--- config.mk ---
export PLATFORM = sky130hd
export DESIGN_NAME = serial_sub
export DESIGN_NICKNAME = d
export VERILOG_FILES = /design/src/rtl/serial_sub.sv
export SDC_FILE = /design/constraint.sdc
export NUM_CORES = 1
export LEC_CHECK = 0
export ABC_AREA = 1
export CAP_MARGIN = 20
export CORE_UTILIZATION = 50
export CTS_BUF_LIST = sky130_fd_sc_hd__clkbuf_4
export CTS_CLUSTER_DIAMETER = 40
export DETAILED_ROUTE_END_ITERATION = 16
export PLACE_DENSITY = 0.78
export REMOVE_ABC_BUFFERS = 1
export SETUP_SLACK_MARGIN = 0.02
export SLEW_MARGIN = 5
export SYNTH_ARGS = -nofsm -noshare
export SYNTH_HDL_FRONTEND = slang
export SYNTH_SLANG_ARGS = --single-unit
export TNS_END_PERCENT = 5
--- constraint.sdc ---
create_clock -name clk -period 4.77 [get_ports clk]
set_input_delay 0.7155 -clock clk [delete_from_list [all_inputs] [get_ports clk]]
set_output_delay 0.7155 -clock clk [all_outputs]
set_load 0.01 [all_outputs]
--- src/rtl/serial_sub.sv ---
// serial_sub: multi-cycle two's complement subtractor (diff = a - b).
// The operands are processed CHUNK bits per cycle, least significant chunk
// first, by adding a to the bitwise inverse of b with an initial carry of 1.
// A valid/ready handshake is used on both the operand and the result side.
// WIDTH must be a multiple of CHUNK.
// Optional feature: define SUB_SAT_EN to clamp an overflowing result to the
// largest positive or most negative value instead of letting it wrap.
module serial_sub #(
  parameter int WIDTH = 20,
  parameter int CHUNK = 4
) (
  input  logic             clk,
  input  logic             rst_n,
  input  logic             in_valid,
  output logic             in_ready,
  input  logic [WIDTH-1:0] a,
  input  logic [WIDTH-1:0] b,
  output logic             out_valid,
  input  logic             out_ready,
  output logic [WIDTH-1:0] diff,
  output logic             zero,
  output logic             neg,
  output logic             ovf
);

  localparam int NUM_CHUNKS = WIDTH / CHUNK;
  localparam int CNT_W      = (NUM_CHUNKS > 1) ? $clog2(NUM_CHUNKS) : 1;
  localparam logic [CNT_W-1:0] LAST_CHUNK = CNT_W'(NUM_CHUNKS - 1);

  typedef enum logic [1:0] {
    IDLE = 2'd0,
    RUN  = 2'd1,
    DONE = 2'd2
  } state_e;

  state_e           state_q, state_d;
  logic [WIDTH-1:0] a_q, a_d;
  logic [WIDTH-1:0] bInv_q, bInv_d;
  logic [WIDTH-1:0] diff_q, diff_d;
  logic             carry_q, carry_d;
  logic [CNT_W-1:0] cnt_q, cnt_d;
  logic             zero_q, zero_d;
  logic             neg_q, neg_d;
  logic             ovf_q, ovf_d;

  logic [CHUNK-1:0] aChunk;
  logic [CHUNK-1:0] bChunk;
  logic [CHUNK:0]   chunkSum;
  logic [WIDTH-1:0] diffMerged;
  logic [WIDTH-1:0] resultFinal;
  logic             aSign;
  logic             bSign;
  logic             ovfNext;

  // Pick the operand chunks addressed by the chunk counter.
  always_comb begin
    aChunk = '0;
    bChunk = '0;
    for (int k = 0; k < NUM_CHUNKS; k++) begin
      if (cnt_q == CNT_W'(k)) begin
        aChunk = a_q[k*CHUNK +: CHUNK];
        bChunk = bInv_q[k*CHUNK +: CHUNK];
      end
    end
  end

  // One ripple step: chunk of a plus chunk of inverted b plus the running carry.
  assign chunkSum = {1'b0, aChunk} + {1'b0, bChunk} + (CHUNK+1)'(carry_q);

  // Partial result with the freshly computed chunk written into its slot.
  always_comb begin
    diffMerged = diff_q;
    for (int k = 0; k < NUM_CHUNKS; k++) begin
      if (cnt_q == CNT_W'(k)) begin
        diffMerged[k*CHUNK +: CHUNK] = chunkSum[CHUNK-1:0];
      end
    end
  end

  // Signed overflow: operands of different sign and a result whose sign
  // does not follow the minuend. b's sign is recovered from its inverse.
  assign aSign   = a_q[WIDTH-1];
  assign bSign   = ~bInv_q[WIDTH-1];
  assign ovfNext = (aSign != bSign) && (diffMerged[WIDTH-1] != aSign);

`ifdef SUB_SAT_EN
  // Clamp an overflowing result towards the sign of the minuend.
  always_comb begin
    resultFinal = diffMerged;
    if (ovfNext) begin
      resultFinal = aSign ? {1'b1, {(WIDTH-1){1'b0}}}
                          : {1'b0, {(WIDTH-1){1'b1}}};
    end
  end
`else
  assign resultFinal = diffMerged;
`endif

  // Next-state and datapath update for the IDLE -> RUN -> DONE sequence.
  always_comb begin
    state_d = state_q;
    a_d     = a_q;
    bInv_d  = bInv_q;
    diff_d  = diff_q;
    carry_d = carry_q;
    cnt_d   = cnt_q;
    zero_d  = zero_q;
    neg_d   = neg_q;
    ovf_d   = ovf_q;

    unique case (state_q)
      IDLE: begin
        if (in_valid) begin
          a_d     = a;
          bInv_d  = ~b;
          carry_d = 1'b1;
          cnt_d   = '0;
          diff_d  = '0;
          zero_d  = 1'b0;
          neg_d   = 1'b0;
          ovf_d   = 1'b0;
          state_d = RUN;
        end
      end

      RUN: begin
        carry_d = chunkSum[CHUNK];
        cnt_d   = cnt_q + CNT_W'(1);
        if (cnt_q == LAST_CHUNK) begin
          diff_d  = resultFinal;
          zero_d  = (resultFinal == '0);
          neg_d   = resultFinal[WIDTH-1];
          ovf_d   = ovfNext;
          state_d = DONE;
        end else begin
          diff_d  = diffMerged;
        end
      end

      DONE: begin
        if (out_ready) begin
          state_d = IDLE;
        end
      end

      default: begin
        state_d = IDLE;
      end
    endcase
  end

  // State and datapath registers; reset abandons any operation in flight.
  always_ff @(posedge clk or negedge rst_n) begin
    if (!rst_n) begin
      state_q <= IDLE;
      a_q     <= '0;
      bInv_q  <= '0;
      diff_q  <= '0;
      carry_q <= 1'b0;
      cnt_q   <= '0;
      zero_q  <= 1'b0;
      neg_q   <= 1'b0;
      ovf_q   <= 1'b0;
    end else begin
      state_q <= state_d;
      a_q     <= a_d;
      bInv_q  <= bInv_d;
      diff_q  <= diff_d;
      carry_q <= carry_d;
      cnt_q   <= cnt_d;
      zero_q  <= zero_d;
      neg_q   <= neg_d;
      ovf_q   <= ovf_d;
    end
  end

  assign in_ready  = (state_q == IDLE);
  assign out_valid = (state_q == DONE);
  assign diff      = diff_q;
  assign zero      = zero_q;
  assign neg       = neg_q;
  assign ovf       = ovf_q;

endmodule

## Word level (Yosys, flattened, before mapping)

Index checks and enable logic that the tools add are counted.
Widths: inputs -> output; s select.

- Equal/unequal tests: 11
- Muxes and demuxes: 32
- Reduce and logical (&&, ||, !) cells: 9
- Bitwise gates (word level): 2
- Add/sub/neg operators: 3

Operators by type and width:

| kind | number |
|---|---|
| $mux 4 | 15 |
| $pmux 20 s2 | 1 |
| $logic_not 20->1 | 1 |
| $mux 20 | 1 |
| $not 20->20 | 1 |
| $pmux 1 s2 | 4 |
| $eq 3x2->1 const B | 2 |
| $mux 2 | 3 |
| $pmux 2 s3 | 1 |
| $pmux 3 s2 | 1 |
| $reduce_and 3->1 | 2 |
| $add 4x4->5 | 1 |
| $add 5x1->5 | 1 |
| $mux 1 | 5 |
| $ne 2x2->1 const B | 2 |
| $reduce_and 2->1 | 2 |
| $add 3x1->3 const B | 1 |
| $eq 3x1->1 const B | 1 |
| $eq 3x3->1 const B | 1 |
| $logic_not 3->1 | 1 |
| $mux 3 | 1 |
| $eq 2x1->1 const B | 1 |
| $eq 2x2->1 const B | 1 |
| $logic_not 2->1 | 1 |
| 5 further kinds | 6 |

- Register bits: 69
- Logic and storage cells: 66
- Input bits: 44
- Output and inout port bits: 25

## Depth between registers and ports, before layout

- Word-level depth: 13
- Depth in mapped cells: 21

## Worst setup path after synthesis

No wires, ideal clock.

- Path kind: register to register
- Start point: register cnt_q[0]
- End point: register zero_q (netlist: zero)
- Stages on the path, launching flop included: 18
- Library setup time: 0.065 ns
- Required time: 4.705 ns
- Slack: 1.678 ns
- Arrival time: 3.027 ns
- Buffers on the path: 2
- Cells stage by stage: dfrtp_1 > inv_1 > ha_1 > nand2_1 > buf_6 > clkbuf_1 > a31oi_1 > fa_1 > fa_1 > nand2_1 > nand2_1 > o21ai_0 > nand2_1 > nor2_1 > nand2_1 > nor2_1 > nand2_1 > nand2_1

- Cells in the longest elaborated chain, start to end: 12

RTL lines:

| element | line | RTL |
|---|---|---|
| start: declaration | 41 | `logic [CNT_W-1:0] cnt_q, cnt_d;` |
| start signal: assignment | 170 | `cnt_q <= cnt_d;` |
| $logic_not 3->1 | 60, 74 |  |
| $mux 4 (5 in series) | 60 | `if (cnt_q == CNT_W'(k)) begin` |
| $add 4x4->5 | 68 | `assign chunkSum = {1'b0, aChunk} + {1'b0, bChunk} + (CHUNK+1)'(carry_q);` |
| $add 5x1->5 | 68 |  |
| $mux 4 | 74 | `if (cnt_q == CNT_W'(k)) begin` |
| $logic_not 20->1 | 131 | `zero_d = (resultFinal == '0);` |
| $mux 1 | 129 | `if (cnt_q == LAST_CHUNK) begin` |
| $pmux 1 s2 | 111 | `unique case (state_q)` |
| end signal: assignment | 171 | `zero_q <= zero_d;` |
| end: declaration | 42 | `logic zero_q, zero_d;` |

Parallel ways exist; a longest one is shown, timed or not. The select of a mux whose other input is x is not followed.
A chain may end at the register's enable or synchronous reset.

## Final worst setup path

- Start point: register cnt_q[2]
- End point: register zero_q (netlist: zero)

Same word-level chain as after synthesis.

==> out/metrics.cfg <==
[placement]
place_area_um2=4135
gp_congestion=0.8885
numPortBuffers=68
post-dp-hpwl_mm=5.581

[setup_path]
required_ns=5.14
cpLargestDelayFamily=adder cells
critPathArrivalTime_ns=4.00
worst-r2r-cell-count=15
cpMostUsedCell=nand2_1
r2r_slack_ns=1.14
slowest_delay_ns=0.54
path_max_fanout=13
r2r_end=zero
endpoint_kind=flop
path_cells=inv_2 > ha_1 > inv_1 > o211ai_1 > a31oi_1 > fa_1 > fa_1 > nand3b_1 > nand2_1 > nand3_1 > nor2_1 > nand3_1 > nor2_1 > nand2_1 > nand2_1
startpoint_type=flop
crit_type=flop to flop
r2r-start=cnt_q[2]
slowest_stage=fa_1
crit_buf_inv=2

[synthesis]
postSynthAreaPerCell_um2=8.124
ys_ff_latch=69
synth_top_cell_by_area=dfrtp_1
synthFlopType=dfrtp_1
synth-edff-count=0
ys_types=27
synth_area_um2=3445
synthCells=424
synthTopCellsByArea=dfrtp_1, nand2_1, o21ai_0
synthDominantCellAreaShare=0.5013
async_flop_share=1.000
yosysWarnings=0
synth_seq_area_share=0.5013

[clocking]
clk_latency_ns=0.43
cts-root-buf=clkbuf_4
postCtsHoldBufs=0
htree_levels=3
cts_resized=0
clock_tree.buffer_depth=2
post-cts-setup-buffers=0
cts_sinks=69
path_clk_slew_ns=0.11
cts_buffers=9
cts_tree=built

[cells_and_area]
fin_area_um2=4264
most-common-layout-cells=nand2_1, dfrtp_1, clkdlybuf4s50_1
nFillCells=568
seqCellArea_um2=1727
layout_commonest_cell=nand2_1
syn_to_final_growth_pct=23.79
layout-drive-gt1-share=0.06301
layout.nets=541
multi_input_area_um2=1505
fin_util=0.6565
diodes=0

[sta]
setup_viol=0
finalSetupTns_ns=0
slew_headroom=0.3481
finClkSkew_ns=0.01223
holdWs_ns=0.4748
rsz0062_at_grt=no
fmax_ghz=0.2752
fin_crit_sh=0.7618
finalHoldViolCount=0
drv_slew=0
worstMarginPinSlew_ns=0.9744
min_period_ns=3.634

[global_routing]
grt_max_degree=70
grt_pass1_vias=2926
antenna_found_initial=0
grt_pass1_wl_mm=13.50
track_usage=0.2397
grt_overflow=0

[drt]
postRouteWirelength_mm=7.949
viasPerCell=5.402
vias=3074
detail-route-antenna-nets=0
drt_iter0_markers=195
wl_per_cell_um=13.97
drc=0
drt_pass1_iterations=7

[floorplanning]
io-pin-count=69
core_um2=6495
die_h_um=85
dieWidth_um=85
rows=29
dieArea_um2=7225
start_util=0.5303

[power]
p_leak_nw=2.068
peakVddDrop_mv=0.3275
p_per_area_nw_per_um2=756.6
p_total_w=0.003226

[run]
maxCapViolCount=0

[hold_path]
hold_class=input port to asynchronous set/reset pin

[outcome]
outcome=complete, no violations

-- worst max path at each step --
stage,start,end,slack (ns),cells past startpoint
after global routing,cnt_q[2],zero,0.81,16
after detailed placement,cnt_q[2],zero,1.19,15
after CTS,cnt_q[2],zero,1.17,15
final,cnt_q[2],zero,1.14,15
after global placement,cnt_q[2],zero,1.35,16
after floorplan,cnt_q[2],zero,1.68,16
-- flip-flops by register name, summed over array words and instances (netlist names) --
name,flops
state_q,2
bInv_q,20
a_q,20
cnt_q,3
neg,1
ovf,1
zero,1
diff,20
carry_q,1
-- final cells by class --
class,instances,area share
clock buffers,10,0.01761
clock inverters,6,0.01262
inverters,31,0.02729
multi-input cells,306,0.3530
flip-flops and latches,69,0.4049
well taps,77,0.02259
repair buffers,70,0.1620
-- cell usage after synthesis (3+ instances only) --
| cell type | number |
|---|---|
| nand2_2 | 4 |
| buf_6 | 3 |
| o21ai_0 | 34 |
| a21oi_1 | 3 |
| nand3_1 | 33 |
| clkbuf_1 | 10 |
| a31oi_1 | 9 |
| ha_1 | 8 |
| inv_1 | 25 |
| o211ai_1 | 8 |
| a22o_1 | 5 |
| nand2_1 | 157 |
| dfrtp_1 | 69 |
| nor2_1 | 22 |
| o22ai_1 | 10 |
| buf_2 | 5 |
| inv_2 | 6 |
-- metal layers --
metal  GRT usage  part of all wire
met1      0.3191              0.45
met2      0.3915              0.47
met3     0.04475             0.062
met4     0.09245             0.019
met5           0                 0
-- power breakdown --
part           internal, W  switching (W)  total (W)
logic             0.000704        0.00114    0.00185
registers         0.000845       0.000170    0.00102
clock network     0.000160       0.000205   0.000365
-- logic make-up after synthesis --
kind of cell / count (synthesis) / share of synthesized area
buffers and inverters: 49 / 0.06175
AOI/OAI and AO/OA: 74 / 0.1304
and+or+nand+nor: 222 / 0.2659
DFF: 69 / 0.5013
adders and majority gates: 10 / 0.04068
-- through the flow --
step	setup WS (ns)	std cells
after floorplan	1.681	406
after global placement	1.355	553
after detailed placement	1.193	553
after CTS	1.165	569
after global routing	0.8138	569
final	1.136	569
(Power assumes the default switching activity.)
